`src/rtl/wb_write_arbiter_if.sv`:
```
// rtl/wb_write_arbiter_if.sv - writeback lanes, register-file write port and forwarding query bundle
interface wb_write_arbiter_if;
  logic        a_valid;
  logic [4:0]  a_reg;
  logic [31:0] a_data;
  logic        b_valid;
  logic [4:0]  b_reg;
  logic [31:0] b_data;
  logic        stall;
  logic        RegWrite;
  logic [4:0]  write_reg;
  logic [31:0] write_data;
  logic [4:0]  q_reg;
  logic        q_hit;
  logic [31:0] q_data;
  logic        overflow;

  modport slave (
    input  a_valid, a_reg, a_data, b_valid, b_reg, b_data, q_reg,
    output stall, RegWrite, write_reg, write_data, q_hit, q_data, overflow
  );

  modport master (
    output a_valid, a_reg, a_data, b_valid, b_reg, b_data, q_reg,
    input  stall, RegWrite, write_reg, write_data, q_hit, q_data, overflow
  );
endinterface

```
`src/rtl/wb_write_arbiter.sv`:
```
// rtl/wb_write_arbiter.sv - merges two writeback lanes onto one register-file write port
module wb_write_arbiter #(
  parameter int DEPTH = 4,
  parameter int AW    = 2
) (
  input logic                clk,
  input logic                rst_n,
  wb_write_arbiter_if.slave  wb_if
);

  logic [4:0]    mem_reg_q  [DEPTH];
  logic [31:0]   mem_data_q [DEPTH];
  logic [AW-1:0] head_q, head_d, tail_q, tail_d;
  logic [AW:0]   count_q, count_d;
  logic          reg_write_q, reg_write_d;
  logic [4:0]    write_reg_q, write_reg_d;
  logic [31:0]   write_data_q, write_data_d;
  logic          overflow_q, overflow_d;

  logic          a_eff, b_eff, pop, drop;
  logic [1:0]    want, accept;
  logic [AW+1:0] slots;
  logic [4:0]    push0_reg, push1_reg;
  logic [31:0]   push0_data, push1_data;

  always_comb begin
    a_eff        = wb_if.a_valid && (wb_if.a_reg != 5'd0);
    b_eff        = wb_if.b_valid && (wb_if.b_reg != 5'd0);
    pop          = (count_q != '0);
    reg_write_d  = 1'b0;
    write_reg_d  = write_reg_q;
    write_data_d = write_data_q;
    want         = 2'd0;
    push0_reg    = wb_if.a_reg;
    push0_data   = wb_if.a_data;
    push1_reg    = wb_if.b_reg;
    push1_data   = wb_if.b_data;
    // Queued entries are older than incoming ones, so the head always leaves first.
    if (pop) begin
      reg_write_d  = 1'b1;
      write_reg_d  = mem_reg_q[head_q];
      write_data_d = mem_data_q[head_q];
      if (a_eff && b_eff) begin
        want = 2'd2;
      end else if (a_eff) begin
        want = 2'd1;
      end else if (b_eff) begin
        want       = 2'd1;
        push0_reg  = wb_if.b_reg;
        push0_data = wb_if.b_data;
      end
    end else if (a_eff) begin
      reg_write_d  = 1'b1;
      write_reg_d  = wb_if.a_reg;
      write_data_d = wb_if.a_data;
      if (b_eff) begin
        want       = 2'd1;
        push0_reg  = wb_if.b_reg;
        push0_data = wb_if.b_data;
      end
    end else if (b_eff) begin
      reg_write_d  = 1'b1;
      write_reg_d  = wb_if.b_reg;
      write_data_d = wb_if.b_data;
    end
    // Slot freed by the pop is reusable this cycle; excess pushes lose the younger write.
    slots      = (AW+2)'(DEPTH) - {1'b0, count_q} + {{(AW+1){1'b0}}, pop};
    drop       = ((AW+2)'(want) > slots);
    accept     = drop ? slots[1:0] : want;
    tail_d     = tail_q + AW'(accept);
    head_d     = head_q + AW'(pop);
    count_d    = count_q + (AW+1)'(accept) - (AW+1)'(pop);
    overflow_d = overflow_q | drop;
  end

  always_ff @(posedge clk or negedge rst_n) begin
    if (!rst_n) begin
      head_q       <= '0;
      tail_q       <= '0;
      count_q      <= '0;
      reg_write_q  <= 1'b0;
      write_reg_q  <= 5'd0;
      write_data_q <= 32'd0;
      overflow_q   <= 1'b0;
    end else begin
      head_q       <= head_d;
      tail_q       <= tail_d;
      count_q      <= count_d;
      reg_write_q  <= reg_write_d;
      write_reg_q  <= write_reg_d;
      write_data_q <= write_data_d;
      overflow_q   <= overflow_d;
    end
  end

  always_ff @(posedge clk) begin
    if (accept != 2'd0) begin
      mem_reg_q[tail_q]  <= push0_reg;
      mem_data_q[tail_q] <= push0_data;
    end
    if (accept == 2'd2) begin
      mem_reg_q[tail_q + AW'(1)]  <= push1_reg;
      mem_data_q[tail_q + AW'(1)] <= push1_data;
    end
  end

  // Scan oldest to youngest so the last match (nearest the tail) wins.
  always_comb begin
    wb_if.q_hit  = 1'b0;
    wb_if.q_data = 32'd0;
    if (wb_if.q_reg != 5'd0) begin
      if (reg_write_q && (write_reg_q == wb_if.q_reg)) begin
        wb_if.q_hit  = 1'b1;
        wb_if.q_data = write_data_q;
      end
      for (int i = 0; i < DEPTH; i++) begin
        if (((AW+1)'(i) < count_q) && (mem_reg_q[head_q + AW'(i)] == wb_if.q_reg)) begin
          wb_if.q_hit  = 1'b1;
          wb_if.q_data = mem_data_q[head_q + AW'(i)];
        end
      end
    end
  end

  assign wb_if.stall      = (count_q >= (AW+1)'(DEPTH - 1));
  assign wb_if.RegWrite   = reg_write_q;
  assign wb_if.write_reg  = write_reg_q;
  assign wb_if.write_data = write_data_q;
  assign wb_if.overflow   = overflow_q;

endmodule

```
`src/flat_wrapper.sv`:
```
// flat-port wrapper written by rule: the top's interface ports become plain ports
module wb_write_arbiter_flat 
#(
  parameter int DEPTH = 4,
  parameter int AW    = 2
)
  (clk, rst_n, wb_if_a_valid, wb_if_a_reg, wb_if_a_data, wb_if_b_valid, wb_if_b_reg, wb_if_b_data, wb_if_q_reg, wb_if_stall, wb_if_RegWrite, wb_if_write_reg, wb_if_write_data, wb_if_q_hit, wb_if_q_data, wb_if_overflow);
  wb_write_arbiter_if wb_if_i ();
  input logic clk;
  input logic rst_n;
  input wire logic [$bits(wb_if_i.a_valid)-1:0] wb_if_a_valid;
  input wire logic [$bits(wb_if_i.a_reg)-1:0] wb_if_a_reg;
  input wire logic [$bits(wb_if_i.a_data)-1:0] wb_if_a_data;
  input wire logic [$bits(wb_if_i.b_valid)-1:0] wb_if_b_valid;
  input wire logic [$bits(wb_if_i.b_reg)-1:0] wb_if_b_reg;
  input wire logic [$bits(wb_if_i.b_data)-1:0] wb_if_b_data;
  input wire logic [$bits(wb_if_i.q_reg)-1:0] wb_if_q_reg;
  output wire logic [$bits(wb_if_i.stall)-1:0] wb_if_stall;
  output wire logic [$bits(wb_if_i.RegWrite)-1:0] wb_if_RegWrite;
  output wire logic [$bits(wb_if_i.write_reg)-1:0] wb_if_write_reg;
  output wire logic [$bits(wb_if_i.write_data)-1:0] wb_if_write_data;
  output wire logic [$bits(wb_if_i.q_hit)-1:0] wb_if_q_hit;
  output wire logic [$bits(wb_if_i.q_data)-1:0] wb_if_q_data;
  output wire logic [$bits(wb_if_i.overflow)-1:0] wb_if_overflow;
  assign wb_if_i.a_valid = wb_if_a_valid;
  assign wb_if_i.a_reg = wb_if_a_reg;
  assign wb_if_i.a_data = wb_if_a_data;
  assign wb_if_i.b_valid = wb_if_b_valid;
  assign wb_if_i.b_reg = wb_if_b_reg;
  assign wb_if_i.b_data = wb_if_b_data;
  assign wb_if_i.q_reg = wb_if_q_reg;
  assign wb_if_stall = wb_if_i.stall;
  assign wb_if_RegWrite = wb_if_i.RegWrite;
  assign wb_if_write_reg = wb_if_i.write_reg;
  assign wb_if_write_data = wb_if_i.write_data;
  assign wb_if_q_hit = wb_if_i.q_hit;
  assign wb_if_q_data = wb_if_i.q_data;
  assign wb_if_overflow = wb_if_i.overflow;
  wb_write_arbiter #(.DEPTH(DEPTH), .AW(AW)) u_core (.clk(clk), .rst_n(rst_n), .wb_if(wb_if_i));
endmodule
```
`config.mk`:
```
export PLATFORM = sky130hd
export DESIGN_NAME = wb_write_arbiter_flat
export DESIGN_NICKNAME = d
export VERILOG_FILES = /design/src/rtl/wb_write_arbiter_if.sv /design/src/rtl/wb_write_arbiter.sv /design/src/flat_wrapper.sv
export SDC_FILE = /design/constraint.sdc
export NUM_CORES = 1
export LEC_CHECK = 0
export BUFFER_PORTS_ARGS = -buffer_cell sky130_fd_sc_hd__buf_4
export CAP_MARGIN = 20
export CELL_PAD_IN_SITES_DETAIL_PLACEMENT = 1
export CELL_PAD_IN_SITES_GLOBAL_PLACEMENT = 2
export CORE_ASPECT_RATIO = 1.5
export CORE_MARGIN = 8
export CORE_UTILIZATION = 35
export DETAILED_ROUTE_END_ITERATION = 10
export GPL_ROUTABILITY_DRIVEN = 1
export PLACE_DENSITY_LB_ADDON = 0.1
export SLEW_MARGIN = 5
export SYNTH_ARGS = -nofsm -noshare
export SYNTH_HDL_FRONTEND = slang
export SYNTH_SLANG_ARGS = --single-unit
```
`constraint.sdc`:
```
create_clock -name clk -period 15.2 [get_ports clk]
set_input_delay 3.04 -clock clk [delete_from_list [all_inputs] [get_ports clk]]
set_output_delay 3.04 -clock clk [all_outputs]
set_load 0.02 [all_outputs]
```
==> results.sh <==
export IMPL_status="completed"
export IMPL_cts_sinks=194
export IMPL_p_leak_nw=6.50
export IMPL_crit_start="wb_if_q_reg[1]"
export IMPL_initial_core_util_pct=35.5
export IMPL_cts_path_max_buffers=2
export IMPL_clk_latency_ps=450
export IMPL_path_delay_family="buffers and inverters"
export IMPL_core_area_sq_mm=0.0411
export IMPL_track_usage_pct=21.5
export IMPL_start_kind="input pin"
export IMPL_rows=91
export IMPL_worst_path_buf_inv=4
export IMPL_finalHoldViolations=0
export IMPL_cts_resized=0
export IMPL_dp_hpwl_mm=33.8
export IMPL_skew_ps=10.1
export IMPL_switching_share_pct=47.4
export IMPL_dpl_cell_count=2137
export IMPL_vias_per_cell=5.41
export IMPL_dieHeight_um=266
export IMPL_setup_violations=0
export IMPL_root_buffer="clkbuf_16"
export IMPL_relSlewSlack_pct=30.4
export IMPL_tightestPinTransition_ps=1040
export IMPL_dominantRegCellSynth="edfxtp_1"
export IMPL_slowest_delay_ps=690
export IMPL_min_from="u_core.wb_if.overflow"
export IMPL_fillers=4706
export IMPL_cp_arrival_ps=6550
export IMPL_rsz0062_at_grt="false"
export IMPL_wl_per_cell_um=24.1
export IMPL_largest_reg_flops=128
export IMPL_path_max_fanout=34
export IMPL_syn_to_final_growth_pct=13.5
export IMPL_synth_edf_count=148
export IMPL_fp_dieW_um=183
export IMPL_syn_avg_cell_area_sq_um=9.57
export IMPL_drc_errors=0
export IMPL_crit_chain="buf_4 -> nor2b_1 -> mux2_2 -> o2111ai_1 -> a21o_1 -> buf_4 -> nand2_2 -> nor2_4 -> buf_4 -> a211oi_2 -> buf_4"
export IMPL_portBuffers=155
export IMPL_cts_setup_buffers=0
export IMPL_r2r_start="u_core.count_q[2]"
export IMPL_cts_reportedPaths_clkPinSlew_ps=70
export IMPL_clockPowerShare_pct=10.9
export IMPL_path_common_cell="buf_4"
export IMPL_ioPinCount=156
export IMPL_async_flop_share_pct=23.7
export IMPL_ant_nets=0
export IMPL_grt_pass1_vias=12600
export IMPL_cts_buffers=17
export IMPL_crit_required_ps=12160
export IMPL_drive_above_1_share_pct=26.9
export IMPL_synth_cells=1522
export IMPL_end_kind="primary output"
export IMPL_yosys_warnings=0
export IMPL_finalCriticalPeriod_ps=9590
export IMPL_synth_distinct_cells=60
export IMPL_max_cap_violations=0
export IMPL_min_delay_path_class="reg -> reg"
export IMPL_power_density_mw_per_mm2=238
export IMPL_vias=11700
export IMPL_seqPwrFrac_pct=29.4
export IMPL_critPathKind="in -> out"
export IMPL_power_switching_mw=1.86
export IMPL_netlist_area_sq_mm=0.0146
export IMPL_dr_pass1_iters=4
export IMPL_grt_max_degree=89
export IMPL_overflow=0
export IMPL_p_comb_share_pct=59.7
export IMPL_gp_congestion=0.769
export IMPL_synth_fp_nets=1619
export IMPL_synth_seq_area_share_pct=38.4
export IMPL_routed_wl_mm=52.4
export IMPL_power_internal_mw=2.07
export IMPL_min_period_over_period_pct=63.1
export IMPL_antenna_found_initial=5
export IMPL_final_max_slew_violation_count=0
export IMPL_final_nets=1695
export IMPL_cts_tree="built"
export IMPL_grt_first_pass_wirelength_mm=78.6
export IMPL_final_setup_tns_ps=0
export IMPL_cp_slowest_cell="nand2_2"
export IMPL_drt_iter0_markers=573
export IMPL_cts_hold_buffers=0
export IMPL_dieArea_sq_mm=0.0486
export IMPL_top_register="u_core.mem_data_q"
export IMPL_instances_no_fill=2171
export IMPL_ys_ff_latch=194
export IMPL_fmax_mhz=104
export IMPL_h_tree_depth=4
export IMPL_ir_drop_mv=0.145
[metal layers]
layer | vias to the layer above | wire [um] | track usage, %
met4 | 6 | 892 | 6.15
li1 | 5566 | - | -
met3 | 59 | 1580 | 2.95
met5 | - | 40 | 0
met2 | 219 | 28000 | 40.5
met1 | 5896 | 21900 | 24.8
[layout by cell type, fill, tap and decap left out, types with 17 or more instances in the layout]
| cell | netlist | routed |
|---|---|---|
| clkbuf_16 | 0 | 17 |
| nand2_1 | 345 | 345 |
| xnor2_1 | 19 | 19 |
| o21ai_1 | 31 | 31 |
| a211oi_1 | 32 | 32 |
| mux2_4 | 30 | 30 |
| mux2i_1 | 109 | 109 |
| edfxtp_1 | 148 | 148 |
| o21ai_0 | 77 | 77 |
| a21oi_1 | 170 | 170 |
| or2_1 | 29 | 28 |
| mux2_1 | 32 | 32 |
| buf_4 | 7 | 181 |
| mux2_2 | 120 | 120 |
| nor2_1 | 77 | 75 |
| dfrtp_1 | 46 | 44 |
| a211oi_2 | 32 | 31 |
[worst register-to-register path, stage by stage (launching register included)]
cell and delay [ps]:
dfrtp_1 450, or3_4 560, inv_2 120, ha_1 220
xnor2_1 240, ha_1 290, nor2b_1 140, o211ai_1 360
mux2i_1 550, nand2b_4 150, nor3_1 230, or2_2 680
buf_4 510, mux2_1 400
[power groups by stage]
stage	registers, mW	clock network, mW	logic [mW]
floorplan	1.13	0	1.64
global placement	1.15	0	2.34
detailed placement	1.17	0	2.38
CTS	1.16	0.443	2.39
global route	1.19	0.460	2.56
finish	1.16	0.430	2.35
[Yosys cell counts (35+ instances only)]
cell type | n | area share, %
dfrtp_1 | 46 | 7.9
nor2_1 | 77 | 2.0
a21oi_1 | 170 | 5.8
mux2i_1 | 109 | 7.5
nand2_1 | 345 | 8.9
clkbuf_1 | 57 | 1.5
mux2_2 | 120 | 9.3
buf_2 | 35 | 1.2
edfxtp_1 | 148 | 30
o21ai_0 | 77 | 2.6
[stage by stage]
stage / hold WS [ps] / power [mW] / setup slack, ps / utilization [%] / area (sq um)
2_1_floorplan: 501 / 2.76 / 6160 / - / 14600
3_3_place_gp: 463 / 3.50 / 5600 / 39.0 / 16000
3_5_place_dp: 460 / 3.55 / 5530 / 39.0 / 16000
4_1_cts: 487 / 3.99 / 5520 / 40.2 / 16500
5_1_grt: 504 / 4.21 / 5420 / 40.2 / 16500
6_report: 481 / 3.93 / 5610 / 40.2 / 16500
[final cells by class]
class                   count  area, sq um  share of cell area, %
multi-input cells        1189         8290                   50.1
repair buffers            181         1360                   8.21
clock inverters            10         62.6                  0.378
inverters                  15         58.8                  0.355
clock buffers              22          464                   2.81
well taps                 558          698                   4.22
diodes                      2         5.00                 0.0303
flip-flops and latches    194         5600                   33.9
[kinds of logic after synthesis]
logic type | after synthesis | synth area share (%)
DFF | 194 | 38.4
buffers and inverters | 139 | 5.20
xor gates and xnor gates | 30 | 1.80
muxes | 307 | 24.8
and+or+nand+nor | 484 | 13.9
adders and majority gates | 14 | 1.25
AOI/OAI and AO/OA | 354 | 14.7
[worst paths after layout]
check / to / slack, ps / cells after the start
max: wb_if_q_data[5] / 5610 / 11
min: u_core.wb_if.overflow / 480 / 1
max reg2reg: u_core.mem_data_q[1][23] / 10060 / 13
min reg2reg: u_core.wb_if.overflow / 480 / 1
max in group asynchronous: u_core.head_q[1] / 11850 / 1
min in group asynchronous: u_core.wb_if.RegWrite / 2700 / 1
No activity file was read; power rests on OpenSTA's default activity.
